File: src/rtl/im_fetch_ctrl.sv
// Instruction-memory fetch controller: sequential fetch from a combinational IM
// with stall, branch redirect, halt-word detection and a transfer counter.
module im_fetch_ctrl #(
  parameter logic [31:0] HALT_WORD = 32'hFFFF_FFFF
) (
  input  logic        clk,
  input  logic        rst_n,
  input  logic        start,
  input  logic [7:0]  start_addr,
  output logic [7:0]  address,
  input  logic [31:0] instruction_in,
  input  logic        branch_taken,
  input  logic [7:0]  branch_target,
  output logic        instr_valid,
  output logic [31:0] instr_out,
  output logic [7:0]  pc_out,
  input  logic        ready,
  output logic [1:0]  state,
  output logic [15:0] fetch_count
);

  typedef enum logic [1:0] {
    ST_IDLE  = 2'd0,
    ST_FETCH = 2'd1,
    ST_HALT  = 2'd2
  } state_t;

  state_t      state_r;
  logic [7:0]  pc_r;
  logic        instr_valid_r;
  logic [31:0] instr_out_r;
  logic [7:0]  pc_out_r;
  logic [15:0] fetch_count_r;

  logic        transfer_s;
  logic        capture_s;
  logic        halt_hit_s;

  function automatic logic [15:0] sat_inc(input logic [15:0] v);
    if (v == 16'hFFFF) begin
      return v;
    end else begin
      return v + 16'd1;
    end
  endfunction

  assign transfer_s = instr_valid_r & ready;
  assign capture_s  = ~instr_valid_r | ready;
  assign halt_hit_s = (instruction_in == HALT_WORD);

  assign address     = pc_r;
  assign instr_valid = instr_valid_r;
  assign instr_out   = instr_out_r;
  assign pc_out      = pc_out_r;
  assign state       = state_r;
  assign fetch_count = fetch_count_r;

  // Fetch state machine, output holding register and transfer counter.
  always_ff @(posedge clk or negedge rst_n) begin
    if (!rst_n) begin
      state_r       <= ST_IDLE;
      pc_r          <= 8'd0;
      instr_valid_r <= 1'b0;
      instr_out_r   <= 32'd0;
      pc_out_r      <= 8'd0;
      fetch_count_r <= 16'd0;
    end else if (start) begin
      state_r       <= ST_FETCH;
      pc_r          <= start_addr;
      instr_valid_r <= 1'b0;
      fetch_count_r <= 16'd0;
    end else begin
      case (state_r)
        ST_IDLE: begin
          state_r <= ST_IDLE;
        end
        ST_FETCH: begin
          if (branch_taken) begin
            // Held word is flushed; a coincident transfer is not counted.
            pc_r          <= branch_target;
            instr_valid_r <= 1'b0;
          end else begin
            if (transfer_s) begin
              fetch_count_r <= sat_inc(fetch_count_r);
            end
            if (capture_s) begin
              instr_out_r   <= instruction_in;
              pc_out_r      <= pc_r;
              instr_valid_r <= 1'b1;
              if (halt_hit_s) begin
                state_r <= ST_HALT;
              end else begin
                pc_r <= pc_r + 8'd1;
              end
            end
          end
        end
        ST_HALT: begin
          // Redirects are ignored here; only the held word drains.
          if (transfer_s) begin
            instr_valid_r <= 1'b0;
            fetch_count_r <= sat_inc(fetch_count_r);
          end
        end
        default: begin
          state_r       <= ST_IDLE;
          instr_valid_r <= 1'b0;
        end
      endcase
    end
  end

endmodule

File: config.mk
export PLATFORM = sky130hd
export DESIGN_NAME = im_fetch_ctrl
export DESIGN_NICKNAME = d
export VERILOG_FILES = /design/src/rtl/im_fetch_ctrl.sv
export SDC_FILE = /design/constraint.sdc
export NUM_CORES = 1
export LEC_CHECK = 0
export ABC_AREA = 1
export CORE_MARGIN = 4
export CORE_UTILIZATION = 45
export CTS_CLUSTER_DIAMETER = 50
export DETAILED_ROUTE_END_ITERATION = 10
export DONT_BUFFER_PORTS = 1
export PLACE_DENSITY_LB_ADDON = 0.2
export SLEW_MARGIN = 5
export SYNTH_ARGS = -nofsm -noshare
export SYNTH_HDL_FRONTEND = slang
export SYNTH_SLANG_ARGS = --single-unit
File: constraint.sdc
create_clock -name clk -period 2.2 [get_ports clk]
set_clock_uncertainty 0.2 [all_clocks]
set_input_delay 0.22 -clock clk [delete_from_list [all_inputs] [get_ports clk]]
set_output_delay 0.22 -clock clk [all_outputs]
set_load 0.02 [all_outputs]
# [After elaboration in Yosys (flattened, before gate mapping)]
# Cells that the tools add are included.
[word_totals] ff_bits=67 latch_bits=0 ramBits=0 rom_bits=0 in_bits=53 out_inout_bits=67 elab_cells=54 memories=0
[op_classes] add_sub_neg=2 multipliers=0 n_div=0 n_lt_le_gt_ge=0 n_eq_ne=12 shifts=0 n_mux=20 n_bitwise=5 n_reduce_logical=9
[ops] cell="$mux 16" n=4
[ops] cell="$mux 8" n=5
[ops] cell="$eq 32x32->1 const B" n=1
[ops] cell="$pmux 16 s2" n=1
[ops] cell="$add 16x1->16 const B" n=1
[ops] cell="$eq 16x16->1 const B" n=1
[ops] cell="$ne 3x3->1 const B" n=5
[ops] cell="$add 8x1->8 const B" n=1
[ops] cell="$mux 2" n=4
[ops] cell="$reduce_and 4->1" n=2
[ops] cell="$reduce_and 3->1" n=2
[ops] cell="$reduce_bool 3->1" n=2
[ops] cell="$mux 1" n=4
[ops] cell="$ne 2x2->1 const B" n=2
[ops] cell="$ne 4x4->1 const B" n=1
[ops] cell="$pmux 2 s2" n=1
[ops] cell="$not 1->1" n=3
[ops] cell="$pmux 1 s3" n=1
[ops] cell="$eq 2x1->1 const B" n=1
[ops] cell="$eq 2x2->1 const B" n=1
[ops] cell="$logic_not 2->1" n=1
[ops] cell="$reduce_and 2->1" n=1
[ops] cell="$reduce_bool 2->1" n=1
[ops] cell="$and 1x1->1" n=1
[ops] cell="$or 1x1->1" n=1

# [Logic depth before layout (Yosys ltp)]
[depth] ltp_word=6 mapped_depth=10 depth_no_buf=10

# [Worst setup path after synthesis]
# Ideal clock, no wire load.
[synth_path] kind="reg2reg" startpoint="reg fetch_count_r[0] (netlist: fetch_count[0])" endpoint="reg fetch_count_r[8] (netlist: fetch_count[8])" setup_time_ns=0.126 arrival_time_ns=1.402 required_time_ns=1.874 slack_ns=0.472 path_stages_with_launch=8 n_path_buf=1 synth_period_minus_slack_ns=1.728 cell_sequence="dfrtp_1 > ha_1 > nand3_1 > nor3_2 > nand4_1 > nand3_2 > buf_4 > o21ai_0"
[synth_between] elab_chain_cells=6 elab_cells_between_ends=7 cone_classes="add/sub: 1; eq/ne: 1; mux: 5"
[synth_rtl] element="start, declared" line="33" rtl="logic [15:0] fetch_count_r;"
[synth_rtl] element="start signal, assigned" line="84" rtl="fetch_count_r <= sat_inc(fetch_count_r);"
[synth_rtl] element="start signal, assigned" line="102" rtl="fetch_count_r <= sat_inc(fetch_count_r);"
[synth_rtl] element="$add 16x1->16 or $eq 16x16->1 (tied branches)" line="43, 40"
[synth_rtl] element="$mux 16 *" line="40" rtl="if (v == 16'hFFFF) begin"
[synth_rtl] element="$mux 16 *" line="83" rtl="if (transfer_s) begin"
[synth_rtl] element="$mux 16" line="78" rtl="if (branch_taken) begin"
[synth_rtl] element="$pmux 16 s2 *" line="73" rtl="case (state_r)"
[synth_rtl] element="$mux 16 *" line="67" rtl="end else if (start) begin"
# Every way passes the cells marked *; elsewhere a longest branch is shown, timed or not. The select of a mux whose other input is x is not followed.
# A chain may end at the register's enable or synchronous reset.

# [Final worst setup path]
[layout_path] startpoint="reg fetch_count_r[4] (netlist: fetch_count[4])" endpoint="reg fetch_count_r[7] (netlist: fetch_count[7])"
# The elaborated chain is that of the path after synthesis.

==> results by group <==
Detailed routing
  • Final WL: between 9 and 10 mm
  • 1st-pass router iterations: 4
  • Post-DRT Antenna Nets: 0
  • Vias after detailed routing: around 3000
  • Drt wl/cell: roughly 16 microns
  • DRC viols: 0
  • Number of DRC markers in iteration 0: between 100 and 150
  • Vias per inst: 5.174

GRT
  • Global-route wire length before repair: approximately 16 mm
  • Number of global-route vias before repair: just over 3000
  • Initial antenna violation count: 0
  • Overflow after GRT: 0
  • GRT Resource Usage Total: 0.2043
  • Largest net degree at the start of global routing: 68

Yosys
  • Synth area leader: dfrtp_1
  • Flop and latch count out of synthesis: between 60 and 70
  • Syn_nets: ~460
  • Synth top area share: 0.4705
  • Register area share after synthesis: 0.4705
  • Ys Warns: 0
  • Yosys cell types: 31
  • Syn Inst Count: between 400 and 500
  • Top cells by area, synth: dfrtp_1 (47%), nand2_1 (13%), mux2_4 (12%)
  • Cell area after synthesis: 3563 sq um
  • Mean Syn Cell Area: 8.842 sq um

Worst setup path
  • Setup CP Type: reg -> reg
  • CP top delay family: buffers and inverters
  • CP peak stage delay: ~0.56 ns
  • Crit start category: flop
  • Slowest CP cell: dlygate4sd3_1
  • Worst setup EP type: flop
  • Critical path startpoint: fetch_count[4]
  • Worst r2r src: fetch_count[4]
  • Required time of the critical path: 2.27 ns
  • WP buf/inv: 2
  • Worst EP arrival: 2.13 ns
  • Cells along the critical path: buf_4 > nand2_1 > nor2_1 > nand3_2 > a21oi_1 > dlygate4sd3_1 > o21ai_0 > o21ai_1
  • Worst-path maximum fanout: 4

Clock tree
  • Clock Sinks: between 60 and 70
  • H-Tree Depth: 3
  • Clock transition at the registers of the reported paths: roughly 0.070 ns
  • Num CTS Buffers: 9
  • Clock Tree Buf Depth: 2
  • TritonCTS clock tree: done
  • Latest clock arrival within the worst-skew pair: 0.34 ns
  • Root buffer cell: clkbuf_8

Min path
  • Hold WC Path Type: in -> reg
  • Min-Delay Startpoint: branch_taken

STA
  • Max Slew Vio Count: 0
  • Worst Max-Slew Pin Slew: 0.4176 ns
  • Max Fclk: between 400 and 500 MHz
  • Setup violators final: 0
  • Final Cycle Share: 0.9365
  • Final count of hold timing violations: 0
  • Slew headroom: 0.7206
  • Tmin final: around 2.1 ns

Final layout
  • Commonest cells after routing, fill and taps aside: nand2_1 (126), dfrtp_1 (65), dlygate4sd3_1 (59), inv_1 (31), nor2_1 (31)
  • Most common cell after layout, fill and taps aside: nand2_1
  • Share of layout cells above drive strength 1: 0.1753
  • Fin nets: approximately 540
  • Ant diodes: 0
  • Fin util: 0.5936
  • Post-synthesis to final-layout area growth: 28.72%

Power and ir drop
  • PnR Total Power: around 3300 uW
  • PwrDens: between 700 and 800 nW/um^2
  • Pleak: between 0.002 and 0.0025 uW
  • Worst vdd rail ir drop: roughly 0.00030 V

Floorplanning
  • Std cell rows: 32
  • Die ar.: 9406 sq um
  • Core ar.: 7727 sq um
  • Die H: between 90 and 100 microns
  • Die Span X: 96.99 microns
  • Initial Util: 0.4611
  • I/O pin count: 120

Run status
  • Status: complete, no violations

Placed design
  • I/O Buffers: 0
  • Final Wtd Congestion: 0.8196
  • HPWL reported at the end of detailed placement: just over 6 mm

Flow run
  • Max_cap viols: 0
per-stage QoR:
| stage | area [sq um] | worst slack [ns] | TNS (ns) | hold WS, ns | instances |
|---|---|---|---|---|---|
| after global placement | 3732 | 0.3691 | 0 | -0.2742 | 509 |
| final | 4587 | 0.1397 | 0 | 0.1148 | 587 |
| after CTS | 4559 | 0.04319 | 0 | 0.1050 | 585 |
| after floorplan | 3563 | 0.4719 | 0 | -0.2756 | 403 |
| after global routing | 4587 | -0.005343 | -0.005343 | 0.1057 | 587 |
| after detailed placement | 3732 | 0.2536 | 0 | -0.2739 | 509 |
kinds of logic after synthesis:
family	share of synthesized area
AO/OA/AOI/OAI	0.06601
multiplexers	0.1426
flip-flops	0.4705
XOR/XNOR	0.002458
AND/OR/NAND/NOR	0.2489
adder cells (fa/ha/maj)	0.007021
buffers and inverters	0.06249
power breakdown:
| group | internal [uW] | total [uW] | switching [uW] |
|---|---|---|---|
| logic | 305 | 527 | 222 |
| clock network | 635 | 1110 | 470 |
| registers | 1390 | 1710 | 319 |
| total | 2330 | 3340 | 1010 |
final cells by class:
class                           count  area, sq um
Fill cell                         644         3141
Sequential cell                    67         1679
Multi-Input combinational cell    290         1674
Timing Repair Buffer               79        773.2
Clock buffer                       11        131.4
Tap cell                          102        127.6
Inverter                           33        123.9
Clock inverter                      5        77.57
final timing paths:
| check | end | slack, ns | depth (start not counted) |
|---|---|---|---|
| max in group asynchronous | fetch_count[2] | 1.27 | 2 |
| worst min register to register | fetch_count[6] | 0.38 | 2 |
| worst max register to register | fetch_count[7] | 0.14 | 8 |
| worst min-delay path | state[0] | 0.11 | 3 |
| worst max-delay path | fetch_count[7] | 0.14 | 8 |
| min in group asynchronous | address[2] | 0.27 | 2 |
tightest hold or removal path, stage by stage:
cell,delay [ns]
nor2_1,0.03
and3_1,0.18
o21ai_0,0.18
cells in the mapped netlist, drive strengths merged:
master and number:
nor2 33, buf 9, nor3 6, a21oi 5, o21bai 1, a31oi 2
or2 5, mux2i 2, a32o 1, dfrtp 67, nand2 127, o21ai 36
mux2 34, nand3 31, clkinv 1, clkbuf 4, xnor2 1, nand4 3
ha 2, and3 1, inv 32
state kept, by name, summed over array words and instances, names as in the netlist:
name / cells
instr_out: 32
fetch_count: 16
address: 8
pc_out: 8
state: 2
instr_valid: 1
routing by layer:
layer	global-route usage	share of wire	wire, microns	vias to the layer above
met2	0.3116	0.46	4285	118
met4	0.05832	0.012	108	0
met1	0.2682	0.44	4064	1445
met3	0.08291	0.093	870	9
li1	-	-	-	1465
met5	0	0	0	-
repair_timing:
action / 4_1_cts / 5_1_grt
hold buffers: 60 / 0
setup buffers: 0 / 2
gates resized for setup: 0 / 4
hold endpoints to repair: 120 / 0
setup endpoints to repair: 0 / 3
(Power assumes the default switching activity.)
